### src/rtl/seg7_display.sv
// rtl/seg7_display.sv - 4-digit multiplexed common-anode seven-segment display driver
// Hex or decimal (sequential double-dabble) rendering of a 16-bit value.
module seg7_display #(
   parameter int REFRESH_DIV = 100000,
   parameter int WIDTH       = 16
) (
   input  logic             clk,
   input  logic             reset,
   input  logic [WIDTH-1:0] value,
   input  logic             dec_mode,
   output logic [6:0]       seg,
   output logic             dp,
   output logic [3:0]       an,
   output logic             busy
);

   localparam logic [1:0] IDLE  = 2'd0;
   localparam logic [1:0] LOAD  = 2'd1;
   localparam logic [1:0] SHIFT = 2'd2;
   localparam logic [1:0] DONE  = 2'd3;

   localparam int CNT_W = (REFRESH_DIV > 1) ? $clog2(REFRESH_DIV) : 1;
   localparam logic [CNT_W-1:0] CNT_LAST = CNT_W'(REFRESH_DIV - 1);

   logic [1:0]       state;
   logic             pending;
   logic [WIDTH-1:0] lastValue;
   logic             lastMode;
   logic [WIDTH-1:0] shiftSrc;
   logic             modeQ;
   logic [19:0]      bcd;
   logic [19:0]      bcdAdj;
   logic [3:0]       bitCnt;
   logic [15:0]      dispReg;
   logic             ovfReg;
   logic             dispMode;
   logic [CNT_W-1:0] scanCnt;
   logic [1:0]       digitIdx;
   logic             changeNow;
   logic [15:0]      shifted;
   logic             blank;
   logic [6:0]       segNext;

   assign changeNow = (value != lastValue) || (dec_mode != lastMode);
   assign busy      = (state != IDLE);

   always_comb begin
      bcdAdj = bcd;
      for (int i = 0; i < 5; i++) begin
         if (bcd[4*i +: 4] >= 4'd5) bcdAdj[4*i +: 4] = bcd[4*i +: 4] + 4'd3;
      end
   end

   // A change seen while converting stays latched in pending, so the
   // display always settles on the last stable input.
   always_ff @(posedge clk or negedge reset) begin
      if (!reset) begin
         state     <= IDLE;
         pending   <= 1'b1;
         lastValue <= '0;
         lastMode  <= 1'b0;
         shiftSrc  <= '0;
         modeQ     <= 1'b0;
         bcd       <= '0;
         bitCnt    <= '0;
         dispReg   <= '0;
         ovfReg    <= 1'b0;
         dispMode  <= 1'b0;
      end else begin
         if (state != LOAD && changeNow) pending <= 1'b1;
         case (state)
            IDLE: if (pending || changeNow) state <= LOAD;
            LOAD: begin
               shiftSrc  <= value;
               modeQ     <= dec_mode;
               lastValue <= value;
               lastMode  <= dec_mode;
               pending   <= 1'b0;
               bcd       <= '0;
               bitCnt    <= '0;
               state     <= dec_mode ? SHIFT : DONE;
            end
            SHIFT: begin
               {bcd, shiftSrc} <= {bcdAdj, shiftSrc} << 1;
               bitCnt          <= bitCnt + 4'd1;
               if (bitCnt == 4'd15) state <= DONE;
            end
            default: begin
               if (modeQ) begin
                  dispReg <= bcd[15:0];
                  ovfReg  <= (bcd[19:16] != 4'd0);
               end else begin
                  dispReg <= shiftSrc;
                  ovfReg  <= 1'b0;
               end
               dispMode <= modeQ;
               state    <= IDLE;
            end
         endcase
      end
   end

   always_ff @(posedge clk or negedge reset) begin
      if (!reset) begin
         scanCnt  <= '0;
         digitIdx <= 2'd0;
      end else if (scanCnt == CNT_LAST) begin
         scanCnt  <= '0;
         digitIdx <= digitIdx + 2'd1;
      end else begin
         scanCnt <= scanCnt + 1'b1;
      end
   end

   function automatic logic [6:0] decode(input logic [3:0] nib);
      case (nib)
         4'h0: decode = 7'h40;
         4'h1: decode = 7'h79;
         4'h2: decode = 7'h24;
         4'h3: decode = 7'h30;
         4'h4: decode = 7'h19;
         4'h5: decode = 7'h12;
         4'h6: decode = 7'h02;
         4'h7: decode = 7'h78;
         4'h8: decode = 7'h00;
         4'h9: decode = 7'h10;
         4'hA: decode = 7'h08;
         4'hB: decode = 7'h03;
         4'hC: decode = 7'h46;
         4'hD: decode = 7'h21;
         4'hE: decode = 7'h06;
         default: decode = 7'h0E;
      endcase
   endfunction

   // Shifting out the lower digits leaves only this nibble and those above it,
   // which is exactly the leading-zero test.
   always_comb begin
      shifted = dispReg >> {digitIdx, 2'b00};
      blank   = dispMode && (digitIdx != 2'd0) && (shifted == 16'd0);
      segNext = blank ? 7'h7F : decode(shifted[3:0]);
   end

   always_ff @(posedge clk or negedge reset) begin
      if (!reset) begin
         seg <= 7'h7F;
         dp  <= 1'b1;
         an  <= 4'hF;
      end else begin
         seg <= segNext;
         dp  <= !((digitIdx == 2'd3) && ovfReg);
         an  <= ~(4'b0001 << digitIdx);
      end
   end

endmodule
### config.mk
export PLATFORM = sky130hd
export DESIGN_NAME = seg7_display
export DESIGN_NICKNAME = d
export VERILOG_FILES = /design/src/rtl/seg7_display.sv
export SDC_FILE = /design/constraint.sdc
export NUM_CORES = 1
export LEC_CHECK = 0
export ABC_AREA = 0
export CAP_MARGIN = 20
export CELL_PAD_IN_SITES_DETAIL_PLACEMENT = 2
export CELL_PAD_IN_SITES_GLOBAL_PLACEMENT = 2
export CORE_MARGIN = 4
export CORE_UTILIZATION = 39
export DETAILED_ROUTE_END_ITERATION = 8
export PLACE_DENSITY = 0.83
export SYNTH_ARGS = -nofsm -noshare
export SYNTH_HDL_FRONTEND = slang
export SYNTH_SLANG_ARGS = --single-unit
### constraint.sdc
create_clock -name clk -period 2.6 [get_ports clk]
set_input_delay 0.65 -clock clk [delete_from_list [all_inputs] [get_ports clk]]
set_output_delay 0.65 -clock clk [all_outputs]
set_load 0.03 [all_outputs]
-- Word-level counts from Yosys, hierarchy flattened
Memories as Yosys holds them, arrays and structs flattened.
Index checks and enable logic that the tools add are counted.
- memories kept: 1
- bits in read-only memories: 112
- word-level logic and storage cells: 76
- bits of input ports: 19
- register bits after elaboration: 109
- memories (name ; depth ; width ; rd ports ; clocked after Yosys merged registers in ; wr ports ; line ; text):
    (no name shown) ; 16 ; 7 ; 1 ; 0 ; 0 ; 116 ; case (nib)
- equality and inequality tests: 10
- shift operators: 2
- reductions and logical operators: 16
- bitwise operators: 1
- $add $sub $neg: 8
- magnitude comparators: 5
- muxes and demuxes: 18
- operators by type and width (cell ; number):
    $pmux 20 s2 ; 1
    $pmux 16 s2 ; 1
    $ge 4x3->1 const B ; 5
    $add 17x1->17 const B ; 1
    $eq 17x17->1 const B ; 1
    $mux 17 ; 1
    $add 4x2->4 const B ; 4
    $logic_not 16->1 ; 1
    $mux 16 ; 1
    $mux 4 ; 4
    $ne 16x16->1 ; 1
    $shr 16x4->16 ; 1
    $pmux 4 s2 ; 1
    $reduce_bool 2->1 ; 4
    $mux 7 ; 1
    $pmux 2 s3 ; 1
    $add 4x1->4 const B ; 1
    $eq 2x2->1 const B ; 2
    $eq 4x4->1 const B ; 1
    $logic_and 1x1->1 ; 4
    $mux 1 ; 4
    $mux 2 ; 2
    $ne 2x2->1 const B ; 2
    $not 4->4 ; 1
    13 further kinds ; 14

-- Logic depth before layout (Yosys ltp)
- depth after elaboration: 5
- depth in mapped cells: 8
- mapped depth without buffers: 7

-- Worst setup path before layout
No wires, ideal clock.
- path type: register to register
- start: reg digitIdx[0]
- end: reg seg[2]
- path slack: 0.653 ns
- data arrival time: 1.865 ns
- stages on the path, launching flop included: 9
- required time: 2.519 ns
- period minus slack after synthesis: 1.947 ns
- cells stage by stage: dfrtp_1 > buf_6 > mux4_2 > inv_1 > ha_1 > nand4_1 > a21oi_1 > o21ai_1 > o211ai_1
- word-level cells in the longest chain between the ends: 4
- RTL lines (element ; line ; text):
    start, declared ; 38 ; logic [1:0] digitIdx;
    start signal, assigned ; 109 ; digitIdx <= digitIdx + 2'd1;
    branches (longest 3 deep; another with $mem_v2 16x7) ; -- ;
    $mux 7 * ; 141 ; segNext = blank ? 7'h7F : decode(shifted[3:0]);
    named net segNext[2] ; 42 ; logic [6:0] segNext;
    end signal, assigned ; 150 ; seg <= segNext;
    end, declared ; 11 ; output logic [6:0] seg,
Mark *: on every way through the listed nets, which the timed path passes.
A chain may end at the register's enable or synchronous reset.

-- Worst setup path after layout
- start: reg state[0]
- end: out busy
- word-level cells in the longest chain between the ends: 1
- RTL lines (element ; line ; text):
    start, declared ; 25 ; logic [1:0] state;
    start signal, assigned ; 81 ; state <= dec_mode ? SHIFT : DONE;
    $reduce_bool 2->1 ; 45 ; assign busy = (state != IDLE);
    end, declared ; 14 ; output logic busy
No other way between the ends.

==> impl_results.html <==
<table>
<tr><th>Metric</th><th>Value</th></tr>
<tr><th colspan="2">Detailed routing</th></tr>
<tr><td>First-pass detailed-route iteration total</td><td>5</td></tr>
<tr><td>Post-DRT Antenna Nets</td><td>0</td></tr>
<tr><td>First DRT Iteration DRCs</td><td>198</td></tr>
<tr><td>DRC errors left</td><td>0</td></tr>
<tr><td>DRT Wirelength</td><td>16.1 mm</td></tr>
<tr><td>Detail-routed net length per standard cell</td><td>around 21 µm</td></tr>
<tr><td>Average vias per placed instance</td><td>approximately 5.5</td></tr>
<tr><td>Overall via count from detail_route</td><td>4153</td></tr>
<tr><th colspan="2">Floorplanning</th></tr>
<tr><td>Height of the die</td><td>approximately 130 µm</td></tr>
<tr><td>Initial Util</td><td>about 40%</td></tr>
<tr><td>Overall die area</td><td>16200 µm²</td></tr>
<tr><td>Count of pins on the block boundary</td><td>32</td></tr>
<tr><td>Core area</td><td>13900 µm²</td></tr>
<tr><td>Cell Rows</td><td>43</td></tr>
<tr><td>Width of the die</td><td>127 µm</td></tr>
<tr><th colspan="2">Critical path</th></tr>
<tr><td>Arr. time, crit path</td><td>1.85 ns</td></tr>
<tr><td>Crit path buffers/inverters</td><td>3</td></tr>
<tr><td>Largest fanout on the critical path</td><td>4</td></tr>
<tr><td>Sort of element at the start of the critical path</td><td>flop</td></tr>
<tr><td>Most used cell, CP</td><td>inv_1</td></tr>
<tr><td>Max incr delay on CP</td><td>just under 0.7 ns</td></tr>
<tr><td>Worst Setup End Kind</td><td>primary output</td></tr>
<tr><td>Top delay family on crit path</td><td>buffers and inverters</td></tr>
<tr><td>Worst-path cell chain</td><td>inv_1, ha_2, inv_1, clkdlybuf4s50_1</td></tr>
<tr><td>Path type of the worst setup path</td><td>flop to primary output</td></tr>
<tr><td>Required arrival time at the worst endpoint</td><td>1.95 ns</td></tr>
<tr><td>Slowest cell on the critical path</td><td>clkdlybuf4s50_1</td></tr>
<tr><th colspan="2">Timing</th></tr>
<tr><td>Highest attainable clock frequency</td><td>0.400 GHz</td></tr>
<tr><td>Final setup skew</td><td>0.00770 ns</td></tr>
<tr><td>Crit path setup slack, layout</td><td>~0.1 ns</td></tr>
<tr><td>Max-slew violations</td><td>0</td></tr>
<tr><td>Hold Fails Final Rpt</td><td>0</td></tr>
<tr><td>Final-report setup violation count</td><td>0</td></tr>
<tr><td>Setup repair after global routing missed its margin</td><td>no</td></tr>
<tr><td>Time the final worst path needs with I/O delays and setup</td><td>between 2 and 3 ns</td></tr>
<tr><td>Slew at the pin with the worst max-slew slack</td><td>about 0.72 ns</td></tr>
<tr><td>Relative slew slack</td><td>52.3%</td></tr>
<tr><td>Final worst-path cycle share</td><td>96.2%</td></tr>
<tr><td>Final hold slack</td><td>0.288 ns</td></tr>
<tr><th colspan="2">Global route</th></tr>
<tr><td>Wire length of the first global-routing pass</td><td>26.4 mm</td></tr>
<tr><td>Total track usage</td><td>20.8%</td></tr>
<tr><td>Initial antenna violation count</td><td>0</td></tr>
<tr><td>Number of global-route vias before repair</td><td>between 4000 and 5000</td></tr>
<tr><td>Total gr overflow</td><td>0</td></tr>
<tr><td>Maximum number of pins on one net before global-route repair</td><td>45</td></tr>
<tr><th colspan="2">Clock tree</th></tr>
<tr><td>Clock transition at the register clock pins on the worst setup and hold paths after CTS</td><td>0.07 ns</td></tr>
<tr><td>Number of buffers inserted during clock tree synthesis</td><td>9</td></tr>
<tr><td>Clock buffer depth</td><td>2</td></tr>
<tr><td>Clk root buf</td><td>clkbuf_16</td></tr>
<tr><td>Hold_buf cts</td><td>0</td></tr>
<tr><td>Sinks on Clock Net</td><td>109</td></tr>
<tr><td>H-tree depth</td><td>3</td></tr>
<tr><td>Later-pin clock latency in the skew report</td><td>0.36 ns</td></tr>
<tr><td>Clock tree from TritonCTS</td><td>built</td></tr>
<tr><th colspan="2">Synth</th></tr>
<tr><td>Cell taking the most area after synthesis</td><td>dfrtp_1</td></tr>
<tr><td>Avg Cell Area, Syn</td><td>10.3 µm²</td></tr>
<tr><td>Most common cell in the netlist</td><td>dfrtp_1</td></tr>
<tr><td>Register area share after synthesis</td><td>49.4%</td></tr>
<tr><td>Dominant synthesized flop cell</td><td>dfrtp_1</td></tr>
<tr><td>Area of the mapped netlist</td><td>5550 µm²</td></tr>
<tr><td>Warning count from the yosys run</td><td>0</td></tr>
<tr><td>Portion of synthesized cell area occupied by the leading cell type</td><td>43.3%</td></tr>
<tr><td>Cell count after synthesis</td><td>537</td></tr>
<tr><td>Count of flip-flops with a built-in enable after synthesis</td><td>0</td></tr>
<tr><td>Commonest cells post-synth</td><td>96 x dfrtp_1, 57 x nor2_1, 47 x a21oi_1</td></tr>
<tr><td>Netlist cell types</td><td>44</td></tr>
<tr><td>Post-Synthesis Net Count</td><td>582</td></tr>
<tr><td>Cell types with the largest area share after synthesis</td><td>dfrtp_1 43%, dfstp_2 6.2%, mux2i_1 5.9%, ha_1 5.9%, a21oi_1 4.2%</td></tr>
<tr><td>Number of synthesized register bits</td><td>roughly 110</td></tr>
<tr><td>Proportion of register bits with asynchronous set or reset after synthesis</td><td>between 90% and 100%</td></tr>
<tr><th colspan="2">Pwr</th></tr>
<tr><td>Proportion of power drawn by combinational gates</td><td>42.7%</td></tr>
<tr><td>Switching Share</td><td>41.1%</td></tr>
<tr><td>Internal power of the cells</td><td>4.29 mW</td></tr>
<tr><td>Power per cell area</td><td>1130 nW/µm²</td></tr>
<tr><td>Share of total power in sequential cells</td><td>37.7%</td></tr>
<tr><td>Clk network pwr share</td><td>19.6%</td></tr>
<tr><td>Static Leakage</td><td>around 2.8 nW</td></tr>
<tr><td>Max rail drop VDD</td><td>529 µV</td></tr>
<tr><td>Net switching power</td><td>2.99 mW</td></tr>
<tr><th colspan="2">Run status</th></tr>
<tr><td>Status</td><td>finished clean</td></tr>
<tr><th colspan="2">Cells and area</th></tr>
<tr><td>Core utilization of the finished layout</td><td>a little under half</td></tr>
<tr><td>Final antenna diode count</td><td>0</td></tr>
<tr><td>Number of inserted filler cells in the final layout</td><td>around 1400</td></tr>
<tr><td>NumNets Final</td><td>~610</td></tr>
<tr><td>Layout cell share with drive strength beyond 1</td><td>roughly an eighth</td></tr>
<tr><td>Area added between synthesis and finish</td><td>15.7%</td></tr>
<tr><th colspan="2">Run</th></tr>
<tr><td>Number of maximum-capacitance constraint violations</td><td>0</td></tr>
<tr><th colspan="2">Placed design</th></tr>
<tr><td>Routability congestion estimate from global placement</td><td>0.782</td></tr>
<tr><td>Detailed Place HPWL</td><td>10.8 mm</td></tr>
<tr><td>Pre-CTS setup slack</td><td>-0.0658 ns</td></tr>
<tr><td>Buffers added on ports</td><td>31</td></tr>
<tr><th colspan="2">Hold path</th></tr>
<tr><td>Hold/Removal Path Class</td><td>input port to async pin</td></tr>
</table>
[layout by cell type (no fill, tap or decap), types with 8 or more instances in the layout]
cell and n:
o21ai_0 27, and3_1 9, inv_1 43, ha_1 25, nor3_1 8, mux2_2 16, nor2_1 57, buf_4 11
a21oi_1 47, nand2_1 24, xor2_1 20, dfstp_2 13, clkbuf_16 10, nand2b_1 8, xnor2_1 17, o22ai_1 12
clkdlybuf4s50_1 30, mux2i_1 33, dfrtp_1 95, nand3_1 15
[sequential cells by signal, summed over array words and instances (netlist names), 2 cells and up]
register	count
an	4
bcd	20
bitCnt	4
digitIdx	2
dispReg	16
lastValue	16
scanCnt	17
seg	7
shiftSrc	16
state	2
[power by group through the flow]
stage | clock network, mW | registers, mW | logic [mW]
2_1_floorplan | 0 | 2.66 | 2.04
3_3_place_gp | 0 | 2.70 | 2.87
3_5_place_dp | 0 | 2.74 | 3.06
4_1_cts | 1.45 | 2.74 | 3.14
5_1_grt | 1.53 | 2.81 | 3.43
6_report | 1.43 | 2.74 | 3.11
[repair_timing]
| item | in CTS | in global routing |
|---|---|---|
| endpoints found under the setup margin | 0 | 7 |
| gates resized for setup | 0 | 1 |
| buffers inserted | 0 | 0 |
[area by class of cell]
type	count	area, µm²	share of cell area (%)
multi-input cells	361	2540	39.5
flip-flops and latches	109	2750	42.7
inverters	44	165	2.57
clock inverters	2	12.5	0.195
repair buffers	44	443	6.89
well taps	180	225	3.51
clock buffers	14	295	4.60
[stage by stage]
stage / power, mW / std cells / area, µm² / setup TNS, ns
detailed placement: 5.80 / 738 / 6120 / -0.121
global placement: 5.57 / 738 / 6120 / 0
global route: 7.77 / 754 / 6420 / 0
finish: 7.28 / 754 / 6420 / 0
CTS: 7.34 / 754 / 6420 / 0
floorplan: 4.69 / 537 / 5550 / 0
[per-layer routing]
layer  vias up  track usage, %  share of wire (%)
li1       1912               -                  -
met2        48            36.1                 52
met4         0            5.99                1.5
met5         -               0                  0
met1      2177            27.1                 45
met3        16            2.80                1.9
[worst paths after layout]
check,endpoint,depth (start not counted),slack [ns],start
min in group clk,dp,1,0.40,ovfReg
worst min-delay path,lastValue[1],1,0.29,reset
max in group asynchronous,seg[3],2,1.60,reset
worst max register to register,seg[2],7,0.22,digitIdx[0]
worst max-delay path,busy,4,0.1,state[0]
worst min register to register,dp,1,0.40,ovfReg
[logic make-up after synthesis]
logic type,Yosys count,share of synthesized area (%)
AOI/OAI and AO/OA,104,10.9
xor gates and xnor gates,37,5.83
adders and majority gates,26,5.86
buffers and inverters,67,4.93
DFF,109,49.4
muxes,55,11.2
and+or+nand+nor,139,11.9
(Power assumes the default switching activity.)
